--- src/rtl/game_round_sequencer.sv ---
// Round controller for one sprite: loads start position/speed, runs motion until a hit or miss, then pauses.
// Optional GAME_ROUND_AUTO_RESTART_EN: after the pause the next round starts without a launch edge.
module game_round_sequencer #(
  parameter int w_x             = 10,
  parameter int w_y             = 9,
  parameter int DX_WIDTH        = 2,
  parameter int DY_WIDTH        = 2,
  parameter int START_X         = 0,
  parameter int START_Y         = 100,
  parameter int START_DX        = 1,
  parameter int START_DY        = 1,
  parameter int END_WAIT_CYCLES = 1000
) (
  input  logic                clk,
  input  logic                rst,
  input  logic                launch,
  input  logic                collision,
  input  logic                out_of_screen,
  output logic                sprite_write_xy,
  output logic                sprite_write_dxy,
  output logic [w_x-1:0]      sprite_write_x,
  output logic [w_y-1:0]      sprite_write_y,
  output logic [DX_WIDTH-1:0] sprite_write_dx,
  output logic [DY_WIDTH-1:0] sprite_write_dy,
  output logic                sprite_enable_update,
  output logic                game_won,
  output logic                end_of_game,
  output logic                round_active,
  output logic [7:0]          score
);

  typedef enum logic [1:0] {IDLE, INIT, PLAY, END_WAIT} state_t;

  localparam int CNT_W = $clog2(END_WAIT_CYCLES + 1);
  localparam logic [CNT_W-1:0]    WAIT_LOAD = CNT_W'(END_WAIT_CYCLES - 1);
  localparam logic [w_x-1:0]      X0        = w_x'(START_X);
  localparam logic [w_y-1:0]      Y0        = w_y'(START_Y);
  localparam logic [DX_WIDTH-1:0] DX_POS    = DX_WIDTH'(START_DX);
  localparam logic [DX_WIDTH-1:0] DX_NEG    = DX_WIDTH'(-START_DX);
  localparam logic [DY_WIDTH-1:0] DY0       = DY_WIDTH'(START_DY);

  state_t           state;
  logic             launch_prev;
  logic             dir_neg;
  logic [CNT_W-1:0] wait_cnt;
  logic             launch_rise;

  assign launch_rise = launch & ~launch_prev;

  // Outputs are registered alongside the state so they always match the state being entered.
  always_ff @(posedge clk or posedge rst) begin
    if (rst) begin
      state                <= IDLE;
      launch_prev          <= 1'b0;
      dir_neg              <= 1'b0;
      wait_cnt             <= '0;
      sprite_write_xy      <= 1'b0;
      sprite_write_dxy     <= 1'b0;
      sprite_write_x       <= '0;
      sprite_write_y       <= '0;
      sprite_write_dx      <= '0;
      sprite_write_dy      <= '0;
      sprite_enable_update <= 1'b0;
      game_won             <= 1'b0;
      end_of_game          <= 1'b0;
      round_active         <= 1'b0;
      score                <= '0;
    end else begin
      launch_prev      <= launch;
      sprite_write_xy  <= 1'b0;
      sprite_write_dxy <= 1'b0;
      case (state)
        IDLE: begin
          if (launch_rise) begin
            state            <= INIT;
            sprite_write_xy  <= 1'b1;
            sprite_write_dxy <= 1'b1;
            sprite_write_x   <= X0;
            sprite_write_y   <= Y0;
            sprite_write_dx  <= dir_neg ? DX_NEG : DX_POS;
            sprite_write_dy  <= DY0;
            round_active     <= 1'b1;
          end
        end
        INIT: begin
          state                <= PLAY;
          dir_neg              <= ~dir_neg;
          game_won             <= 1'b0;
          sprite_enable_update <= 1'b1;
        end
        PLAY: begin
          // A collision takes priority over a simultaneous miss.
          if (collision || out_of_screen) begin
            state                <= END_WAIT;
            wait_cnt             <= WAIT_LOAD;
            sprite_enable_update <= 1'b0;
            round_active         <= 1'b0;
            end_of_game          <= 1'b1;
            game_won             <= collision;
            if (collision && score != 8'hFF)
              score <= score + 8'd1;
          end
        end
        END_WAIT: begin
          if (wait_cnt == '0) begin
            end_of_game <= 1'b0;
`ifdef GAME_ROUND_AUTO_RESTART_EN
            state            <= INIT;
            sprite_write_xy  <= 1'b1;
            sprite_write_dxy <= 1'b1;
            sprite_write_x   <= X0;
            sprite_write_y   <= Y0;
            sprite_write_dx  <= dir_neg ? DX_NEG : DX_POS;
            sprite_write_dy  <= DY0;
            round_active     <= 1'b1;
`else
            state <= IDLE;
`endif
          end else begin
            wait_cnt <= wait_cnt - 1'b1;
          end
        end
        default: state <= IDLE;
      endcase
    end
  end

endmodule

--- config.mk ---
export PLATFORM = sky130hd
export DESIGN_NAME = game_round_sequencer
export DESIGN_NICKNAME = d
export VERILOG_FILES = /design/src/rtl/game_round_sequencer.sv
export SDC_FILE = /design/constraint.sdc
export NUM_CORES = 1
export LEC_CHECK = 0
export ABC_AREA = 1
export BUFFER_PORTS_ARGS = -buffer_cell sky130_fd_sc_hd__buf_2
export CAP_MARGIN = 10
export CORE_UTILIZATION = 30
export DETAILED_ROUTE_END_ITERATION = 10
export GPL_ROUTABILITY_DRIVEN = 0
export GPL_TIMING_DRIVEN = 1
export REMOVE_ABC_BUFFERS = 1
export SLEW_MARGIN = 10
export SYNTH_ARGS = -nofsm -noshare
export SYNTH_HDL_FRONTEND = slang
export SYNTH_SLANG_ARGS = --single-unit
--- constraint.sdc ---
create_clock -name clk -period 3.94 [get_ports clk]
set_input_delay 0.197 -clock clk [delete_from_list [all_inputs] [get_ports clk]]
set_output_delay 0.197 -clock clk [all_outputs]
set_load 0.01 [all_outputs]
# [Word level (Yosys, flattened, before mapping)]
# Index checks and enable logic that the tools add are counted.
[totals] output_inout_bits=37 elab_cells=59 reg_bits=31
[op_classes] muxes=19 reduce_logical=14 add_sub_neg=2 eq_ne=8 bitwise=3
[op_table] operator="$mux W10" count=2
[op_table] operator="$pmux W10 S2" count=1
[op_table] operator="$reduce_and A3 Y1" count=5
[op_table] operator="$logic_not A10 Y1" count=1
[op_table] operator="$sub A10 B1 Y10 const B" count=1
[op_table] operator="$add A8 B1 Y8 const B" count=1
[op_table] operator="$mux W2" count=4
[op_table] operator="$ne A2 B2 Y1 const B" count=4
[op_table] operator="$ne A8 B8 Y1 const B" count=1
[op_table] operator="$pmux W1 S2" count=4
[op_table] operator="$pmux W2 S4" count=1
[op_table] operator="$mux W1" count=7
[op_table] operator="$reduce_bool A2 Y1" count=3
[op_table] operator="$eq A2 B2 Y1 const B" count=2
[op_table] operator="$reduce_and A2 Y1" count=2
[op_table] operator="$eq A2 B1 Y1 const B" count=1
[op_table] operator="$logic_not A2 Y1" count=1
[op_table] operator="$not A1 Y1" count=2
[op_table] operator="$and A1 B1 Y1" count=1
[op_table] operator="$logic_and A1 B1 Y1" count=1
[op_table] operator="$logic_or A1 B1 Y1" count=1

# [Depth between registers and ports, before layout]
# Gate-level depths: netlist of the first run.
[logic_depth] word_depth=4 depth_mapped=9 mapped_depth_nobuf=9

# [Worst setup path after synthesis of the first run]
# No wires, ideal clock.
[synth_path] path_kind="register to register" from="reg wait_cnt[0]" to="reg wait_cnt[9]" t_arrival_ps=1303 required_time_ps=3823 path_stages_with_launch=10 path_slack_ps=2521 setup_ps=117 n_path_buf=0 cell_sequence="dfrtp_1 inv_1 ha_1 nand2_2 nor2_1 nand3_2 nand2_4 nand2_4 nand2_1 nand2_1"
[synth_via] elab_chain_len=3 elab_cells_between_ends=6 classes_between="1 x add/sub; 1 x eq/ne; 2 x mux; 2 x reduce/logical"
[synth_lines] item="start, declared" line="45" text="logic [CNT_W-1:0] wait_cnt;"
[synth_lines] item="start signal, assigned" line="120" text="wait_cnt <= wait_cnt - 1'b1;"
[synth_lines] item="$sub A10 B1 Y10 or $logic_not A10 Y1 (tied branches)" line="120, 105"
[synth_lines] item="$mux W10 or $ne A2 B2 Y1 (tied branches)"
[synth_lines] item="$pmux W10 S2 or $reduce_and A3 Y1 (tied branches)"
# Parallel ways exist; a longest one is shown, timed or not. The select of a mux whose other input is x is not followed.
# A chain may end at the register's enable or synchronous reset.

# [Final worst setup path of the first run]
[layout_path] from="reg state[0]" to="reg wait_cnt[9]"
[layout_via] elab_chain_len=3 elab_cells_between_ends=7 classes_between="4 x eq/ne; 1 x mux; 2 x reduce/logical"
[layout_lines] item="start, declared" line="42" text="state_t state;"
[layout_lines] item="start signal, assigned" line="53" text="state <= IDLE;"
[layout_lines] item="start signal, assigned" line="75" text="state <= INIT;"
[layout_lines] item="start signal, assigned" line="86" text="state <= PLAY;"
[layout_lines] item="$eq A2 B2 Y1" line="72" text="case (state)"
[layout_lines] item="$ne A2 B2 Y1 (no source line) or $reduce_bool A2 Y1 (tied branches)"
[layout_lines] item="$reduce_and A3 Y1 (no source line)"
# Parallel ways exist; a longest one is shown, timed or not.

==> results.tsv, run 1 <==
metric	value	unit
cp.required	4.11	ns
rows	27	
p_leak	1.04	nW
cp.arrival	1.83	ns
via_per_inst	4.25	
synth_top_area_share	0.405	
status	finished clean	
synth_seq_cells	29	
crit_buf_inv	2	
setup_viol	0	
hold_viol	0	
io_pins	42	
grt_pass1_vias	1329	
netlist_instances	227	
synth_largest_area_cell	dfrtp_1	
crit_slowest_cell	dfrtp_1	
cp_top_family	simple AND/OR/NAND/NOR gates	
port_buffers	24	
cts-root-buf	clkbuf_8	
die_w	79.3	um
cp-startpoint	state[0]	
grt_most_used_layer	met2	
firstDrtPassIters	6	
ys_seq_area_frac	0.405	
grt.overflow.total	0	
r2r-start	state[0]	
synth_area_leaders	dfrtp_1, nand2_1, buf_4	
detail-route-antenna-nets	0	
min_from	launch	
grt_use_met1	0.145	
clk_pin_slew	0.07	ns
num_vias	1382	
clockBufferDepth	2	
fmax	600	MHz
syn_avg_cell_area	7.90	um^2
detail_route.iter0.violations	65	
met2_usage	0.184	
critPathKind	reg -> reg	
finClkSkew	0.00853	ns
synth.distinct_cells	28	
finalCriticalPeriod	1.67	ns
cts.sinks	29	
hold_class	in -> reg	
drive_gt1_frac	0.190	
antenna_found_initial	0	
grtUsageMet3	0.0448	
antennaDiodeCount	0	
wl_per_cell	9.48	um
grt_max_degree	30	
path_cells	inv_1, ha_1, nand2_2, o21ai_2, inv_4, nand2_4, nand2_4, nand2_1, nand2_1	
htreeDepth	2	
post-route-drc-count	0	
syn_area	0.00179	mm^2
tns	0	ns
routed_wl	3.08	mm
cpPeakStageDelay	0.41	ns
hpwl	2.33	mm
cp-start-kind	flip-flop	
die_h	79.3	um
numCtsBuffers	5	
maxCapViolations	0	
synth_warnings	0	
place_inst	316	
crit_fanout	12	
clock_latency	0.28	ns
slew_viol_final	0	
p_per_area	696	mW/mm^2
fin_nets	263	
core-area	0.00564	mm^2
fp.dieArea	0.00629	mm^2
stdcell_count	325	
peakVddDrop	329	uV
worst_setup_path_end_kind	flip-flop	
grt_use_total	0.118	
min_period_over_period	0.423	
initial_core_util	0.318	
rsz0062_at_grt	false	
grt_pass1_wl	5.73	mm
cts_tree	yes	
syn_to_final_growth	10.4	%
final timing paths:
path	depth (start not counted)	end	slack [ns]
setup reg to reg	9	wait_cnt[9]	2.27
max in group asynchronous	4	wait_cnt[9]	3.14
min in group asynchronous	4	state[0]	0.53
setup / recovery	9	wait_cnt[9]	2.27
hold / removal	1	launch_prev	0.04
hold reg to reg	1	dir_neg	0.46
flip-flops by register name, indices dropped and copies added (netlist names):
signal,flops
dir_neg,1
end_of_game,1
wait_cnt,10
sprite_write_dxy,1
state,2
sprite_write_dx,2
sprite_enable_update,1
round_active,1
launch_prev,1
score,8
game_won,1
worst reg2reg max path, stage by stage (launching register included):
cell and delay, ns:
dfrtp_1 0.41, inv_1 0.10, ha_1 0.35, nand2_2 0.14, o21ai_2 0.11, inv_4 0.08, nand2_4 0.14, nand2_4 0.10
nand2_1 0.08, nand2_1 0.04
cells in the mapped netlist (all sizes together):
| master | number |
|---|---|
| or2 | 2 |
| nor3 | 2 |
| nand3 | 28 |
| xor2 | 5 |
| conb | 1 |
| xnor2 | 2 |
| inv | 29 |
| ha | 6 |
| nand4 | 1 |
| mux2 | 1 |
| o21ai | 8 |
| dfrtp | 29 |
| nand3b | 1 |
| a31oi | 1 |
| nor2 | 15 |
| o21a | 1 |
| o22ai | 1 |
| a21oi | 2 |
| nand2 | 68 |
| buf | 24 |
power by group:
part | total, mW | switching, mW | internal [mW]
combinational | 0.652 | 0.412 | 0.240
clock | 0.236 | 0.115 | 0.122
sequential | 0.490 | 0.0851 | 0.405
total | 1.38 | 0.612 | 0.766
layout make-up:
type | instances | area (um^2)
clock buffer | 5 | 68.8
clock inverter | 3 | 17.5
fill | 592 | 3660
inverter | 29 | 111
multi-input combinational | 161 | 828
sequential | 29 | 726
tap | 72 | 90.1
timing repair buffer | 26 | 138
per-layer routing:
metal	wire, um	part of all wire	up-vias
met3	147	0.048	2
li1	-	-	721
met5	0	0	-
met1	1480	0.48	624
met4	31	0.010	0
met2	1420	0.46	35
kinds of logic after synthesis:
group                      Yosys count  synth area share
AOI/OAI and AO/OA                   13            0.0495
xor gates and xnor gates             7            0.0342
adders and majority gates            6            0.0419
buffers and inverters               53             0.167
DFF                                 29             0.405
muxes                                1           0.00628
other                                1           0.00209
and+or+nand+nor                    117             0.294
stage by stage:
step           worst slack, ns  hold WS [ns]   util  cell area, um^2  power, mW
2_1_floorplan             2.51         0.228      -             1670      0.992
3_3_place_gp              2.31         0.305  0.334             1880       1.15
3_5_place_dp              2.29         0.301  0.334             1880       1.16
4_1_cts                   2.26        0.0273  0.351             1980       1.40
5_1_grt                   2.12        0.0191  0.351             1980       1.53
6_report                  2.27        0.0360  0.351             1980       1.38
placed cells by master, fill, tap and decap left out, drive strengths merged:
master       count
clkinv           2
clkinvlp         1
nand3b           1
o21a             1
dfrtp           29
nand2           68
nor2            15
or2              2
inv             29
dlygate4sd3      1
o22ai            1
a31oi            1
xor2             5
o21ai            8
nand4            1
conb            17
a21oi            2
clkbuf           5
xnor2            2
nor3             2
nand3           28
ha               6
mux2             1
buf             25
repair_timing:
item / CTS / global route
hold endpoints to repair: 19 / 0
resized for setup: 0 / 0
buffers inserted: 0 / 0
hold buffers: 1 / 0
Power figures use the tool's default switching activity.
==> run 2: changes to the inputs <==
==> constraint.sdc (replaced) <==
create_clock -name clk -period 1.7 [get_ports clk]
set_input_delay 0.085 -clock clk [delete_from_list [all_inputs] [get_ports clk]]
set_output_delay 0.085 -clock clk [all_outputs]
set_load 0.01 [all_outputs]
==> results.tsv, run 2 (synthesis gave the netlist of run 1 again) <==
metric	value	unit	change
cts.sinks	29		unchanged
place_inst	318		was 316
cpPeakStageDelay	0.37	ns	was 0.41 ns
rsz0062_at_grt	true		was false
finalWorstSetupSlack	0.168	ns	was 2.27 ns
cts-root-buf	clkbuf_8		unchanged
pwr-share-comb	0.453		was 0.473
min_from	collision		was launch
cp.arrival	1.70	ns	was 1.83 ns
hold_class	in -> reg		unchanged
rows	27		unchanged
clockPowerShare	0.216		was 0.171
grt_use_met1	0.147		was 0.145
p_leak	1.07	nW	was 1.04 nW
syn_to_final_growth	14.7	%	was 10.4%
worstRegToRegCells	9		unchanged
status	finished clean		unchanged
detail-route-antenna-nets	0		unchanged
final_util	0.364		was 0.351
firstDrtPassIters	4		was 6
initial_core_util	0.318		unchanged
cts_tree	yes		unchanged
grt_pass1_wl	5.73	mm	about the same
stdcell_count	328		was 325
worst_setup_path_end_kind	flip-flop		unchanged
seqPwrFrac	0.331		was 0.356
r2r-start	wait_cnt[0]		was state[0]
maxCapViolations	0		unchanged
wl_per_cell	9.63	um	was 9.48 um
fin_nets	266		was 263
clock_latency	0.28	ns	about the same
mostFrequentLayoutCell	nand2_1		unchanged
drive_gt1_frac	0.203		was 0.190
finalCriticalPeriod	1.53	ns	was 1.67 ns
antenna_found_initial	0		unchanged
routed_wl	3.16	mm	was 3.08 mm
worstHoldPathCells	3		was 1
grt.overflow.total	0		unchanged
hold_viol	0		unchanged
min_to	game_won		was launch_prev
grtUsageMet3	0.0448		unchanged
grt_max_degree	30		unchanged
die_h	79.3	um	unchanged
peakVddDrop	732	uV	was 329 uV
hpwl	2.35	mm	was 2.33 mm
p_per_area	1680	mW/mm^2	was 696 mW/mm^2
path_cells	inv_1, ha_1, nand2_2, nor2_1, nand3_2, nand2_4, nand2_4, nand2_1, nand2_1		was inv_1, ha_1, nand2_2, o21ai_2, inv_4, nand2_4, nand2_4, nand2_1, nand2_1
critPathKind	reg -> reg		unchanged
p_int	2.00	mW	was 0.766 mW
via_per_inst	4.33		was 4.25
final_cell_mix	nand2_1, dfrtp_1, inv_1, nand3_1, buf_2		unchanged
largest-register	wait_cnt		unchanged
dp_slack	0.0661	ns	was 2.29 ns
post-route-drc-count	0		unchanged
switching_share	0.420		was 0.444
htreeDepth	2		unchanged
grt_use_total	0.119		was 0.118
numCtsBuffers	5		unchanged
p_sw	1.45	mW	was 0.612 mW
clk_pin_slew	0.07	ns	about the same
top_regs	wait_cnt x10, score x8		unchanged
detail_route.iter0.violations	91		was 65
post_cts_buffers	0		unchanged
port_buffers	24		unchanged
cp.required	1.87	ns	was 4.11 ns
grt_pass1_vias	1325		was 1,329
num_vias	1421		was 1,382
grt_most_used_layer	met2		unchanged
io_pins	42		unchanged
r2r-end	wait_cnt[9]		unchanged
fill_cells	596		was 592
min_period_over_period	0.901		was 0.423
slew_viol_final	0		unchanged
die_w	79.3	um	unchanged
finClkSkew	0.0103	ns	was 0.00853 ns
core-area	0.00564	mm^2	unchanged
largest_register_ffs	10		unchanged
antennaDiodeCount	0		unchanged
setup_viol	0		unchanged
fp.dieArea	0.00629	mm^2	unchanged
cp-start-kind	flip-flop		unchanged
crit_slowest_cell	dfrtp_1		unchanged
crit_fanout	10		was 12
r2r_slack	0.17	ns	was 2.27 ns
fmax	653	MHz	was 600 MHz
clockBufferDepth	2		unchanged
met2_usage	0.178		was 0.184
-- run 2: cell types whose count changed in the layout (fill, tap and decap cells not counted), sizes merged --
| cell | delta |
|---|---|
| bufinv | +1 |
| dlygate4sd3 | +1 |
| buf | +2 |
| clkbuf | +1 |
| clkinv | -2 |
-- run 2: critical path, delay by kind of cell, from the launching register on --
kind / cells / cell delay (ns)
adders and majority gates: 1 / 0.20
and+or+nand+nor: 7 / 0.77
DFF: 1 / 0.37
buffers and inverters: 1 / 0.09
-- run 2: how the worst max path moves through the flow --
stage / startpoint / endpoint / slack (ns) / depth (start not counted)
floorplan: state[0] / wait_cnt[9] / 0.27 / 9
global placement: state[0] / wait_cnt[9] / 0.08 / 9
detailed placement: state[0] / wait_cnt[9] / 0.07 / 9
CTS: state[0] / wait_cnt[9] / 0.04 / 9
global route: wait_cnt[0] / wait_cnt[9] / -0.005 / 9
finish: wait_cnt[0] / wait_cnt[9] / 0.17 / 9
-- run 2: layout make-up --
type                    count  area [um^2]  area share
repair buffers             29          163      0.0791
well taps                  72         90.1      0.0438
clock buffers               6         82.6      0.0402
inverters                  29          111      0.0542
clock inverters             2         37.5      0.0183
flip-flops and latches     29          726       0.353
multi-input cells         161          846       0.411
-- run 2: power groups by stage --
| stage | registers (mW) | clock network [mW] | logic (mW) |
|---|---|---|---|
| floorplan | 1.17 | 0 | 1.13 |
| finish | 1.14 | 0.747 | 1.57 |
| global placement | 1.14 | 0 | 1.53 |
| CTS | 1.14 | 0.768 | 1.56 |
| global route | 1.18 | 0.806 | 1.82 |
| detailed placement | 1.15 | 0 | 1.55 |
-- run 2: repair_timing --
item	4_1_cts	5_1_grt
gates resized for setup	0	3
setup endpoints to repair	0	11
hold buffers	2	0
hold endpoints to repair	30	0
-- run 2: per-stage QoR --
| step | setup TNS, ns | total power [mW] | hold slack [ns] | area (um^2) |
|---|---|---|---|---|
| final | 0 | 3.45 | 0.130 | 2060 |
| after global routing | -0.00538 | 3.81 | 0.161 | 2060 |
| after CTS | 0 | 3.46 | 0.136 | 2040 |
| after detailed placement | 0 | 2.70 | 0.191 | 1900 |
| after global placement | 0 | 2.68 | 0.192 | 1900 |
| after floorplan | 0 | 2.30 | 0.116 | 1670 |
-- run 2: per-layer routing --
metal / up-vias / share of wire
met1: 646 / 0.47
met3: 6 / 0.053
li1: 728 / -
met2: 41 / 0.45
met4: 0 / 0.020
met5: - / 0
==> run 3: changes to the inputs <==
==> constraint.sdc (replaced) <==
create_clock -name clk -period 1.35 [get_ports clk]
set_input_delay 0.0675 -clock clk [delete_from_list [all_inputs] [get_ports clk]]
set_output_delay 0.0675 -clock clk [all_outputs]
set_load 0.01 [all_outputs]
==> results.tsv, run 3 (synthesis gave the netlist of run 1 again) <==
metric	value	unit	change
rsz0062_at_grt	true		unchanged
num_vias	1608		was 1,421
path_cells	buf_6, ha_4, o21ai_4, inv_6, nand2_8, nand2_8, nand2_2, nand2_1		was inv_1, ha_1, nand2_2, nor2_1, nand3_2, nand2_4, nand2_4, nand2_1, nand2_1
cts-root-buf	clkbuf_8		unchanged
final_cell_mix	nand2_1, buf_4, dfrtp_1, nand3_1, buf_2		was nand2_1, dfrtp_1, inv_1, nand3_1, buf_2
maxCapViolations	0		unchanged
p_sw	2.38	mW	was 1.45 mW
routed_wl	4.00	mm	was 3.16 mm
largest-register	wait_cnt		unchanged
initial_core_util	0.318		unchanged
grt_use_met1	0.160		was 0.147
grt_pass1_vias	1524		was 1,325
hold_viol	0		unchanged
clockPowerShare	0.166		was 0.216
htreeDepth	2		unchanged
hold_class	in -> reg		unchanged
seqPwrFrac	0.251		was 0.331
grt_use_total	0.137		was 0.119
worst_setup_path_end_kind	flip-flop		unchanged
syn_to_final_growth	42.2	%	was 14.7%
p_per_area	2220	mW/mm^2	was 1680 mW/mm^2
finClkSkew	0.00935	ns	was 0.0103 ns
clock_latency	0.29	ns	was 0.28 ns
fmax	712	MHz	was 653 MHz
wl_per_cell	11.0	um	was 9.63 um
dp_slack	-0.202	ns	was 0.0661 ns
detail-route-antenna-nets	0		unchanged
stdcell_count	365		was 328
firstDrtPassIters	4		unchanged
cts_tree	yes		unchanged
finalWorstSetupSlack	-0.0550	ns	was 0.168 ns
via_per_inst	4.41		was 4.33
tns	-0.421	ns	was 0 ns
status	finished, violations left		was finished clean
grt_pass1_wl	6.64	mm	was 5.73 mm
final_util	0.452		was 0.364
slew_viol_final	0		unchanged
postPlaceCellArea	0.00208	mm^2	was 0.00190 mm^2
holdWs	0.139	ns	was 0.130 ns
rows	27		unchanged
die_w	79.3	um	unchanged
numCtsBuffers	5		unchanged
peakVddDrop	785	uV	was 732 uV
crit_slowest_cell	dfrtp_1		unchanged
die_h	79.3	um	unchanged
p_int	3.27	mW	was 2.00 mW
cp-start-kind	flip-flop		unchanged
largest_register_ffs	10		unchanged
fp.dieArea	0.00629	mm^2	unchanged
top_regs	wait_cnt x10, score x8		unchanged
fin_nets	303		was 266
cpPeakStageDelay	0.40	ns	was 0.37 ns
core-area	0.00564	mm^2	unchanged
p_leak	1.27	nW	was 1.07 nW
grt.overflow.total	0		unchanged
antenna_found_initial	0		unchanged
min_period_over_period	1.04		was 0.901
violations	setup timing		
clk_pin_slew	0.07	ns	about the same
detail_route.iter0.violations	93		was 91
postLayoutCellArea	0.00255	mm^2	was 0.00206 mm^2
p_total	5.65	mW	was 3.45 mW
setup_viol	11		was 0
cp.arrival	1.58	ns	was 1.70 ns
critPathKind	reg -> reg		unchanged
mostFrequentLayoutCell	nand2_1		unchanged
cts.sinks	29		unchanged
pwr-share-comb	0.583		was 0.453
grt_max_degree	30		unchanged
finalCriticalPeriod	1.40	ns	was 1.53 ns
crit_fanout	8		was 10
port_buffers	24		unchanged
antennaDiodeCount	0		unchanged
io_pins	42		unchanged
crit_path_frequent_cell	nand2_8		
place_inst	342		was 318
post-route-drc-count	0		unchanged
cp.required	1.52	ns	was 1.87 ns
clockBufferDepth	2		unchanged
drive_gt1_frac	0.420		was 0.203
switching_share	0.421		was 0.420
hpwl	2.55	mm	was 2.35 mm
met2_usage	0.228		was 0.178
grt_most_used_layer	met2		unchanged
grtUsageMet3	0.0333		was 0.0448
[run 3: power by group through the flow]
stage          registers, mW  logic [mW]  clock network, mW
3_5_place_dp            1.40        2.43                  0
3_3_place_gp            1.40        2.39                  0
2_1_floorplan           1.47        1.42                  0
5_1_grt                 1.46        3.64              0.987
6_report                1.42        3.30              0.937
4_1_cts                 1.41        2.96              0.959
[run 3: metal layers]
layer | vias to the layer above | wire length, um
met5 | - | 0
met4 | 0 | 103
met3 | 13 | 214
met2 | 55 | 2010
met1 | 736 | 1680
li1 | 804 | -
[run 3: final timing paths]
check                               start          end  slack [ns]  depth (start not counted)
min in group asynchronous             rst     score[1]        0.38                          4
max in group asynchronous             rst     state[1]        0.67                          4
worst max register to register   state[0]  wait_cnt[9]       -0.05                          8
worst min-delay path            collision     game_won        0.14                          3
worst min register to register    dir_neg      dir_neg        0.47                          1
worst max-delay path             state[0]  wait_cnt[9]       -0.05                          8
[run 3: final cells by class]
type	count	area [um^2]
fill	518	3090
multi-input combinational	163	1060
sequential	29	727
timing repair buffer	64	440
inverter	29	120
tap	72	90.1
clock buffer	7	86.3
clock inverter	1	30.0
[run 3: timing repair]
action / CTS / global route
setup endpoints to repair: 19 / 24
setup buffers: 5 / 7
cloned: 2 / 0
endpoints found under the hold margin: 30 / 0
gates resized for setup: 31 / 31
hold buffers: 2 / 0
pin swaps: 12 / 10
[run 3: worst max-delay path, delay by kind of cell, from the launching register on]
kind | cells | cell delay [ns]
adder cells (fa/ha/maj) | 1 | 0.17
buffers and inverters | 2 | 0.23
AO/OA/AOI/OAI | 1 | 0.20
AND/OR/NAND/NOR | 4 | 0.30
flip-flops | 1 | 0.40
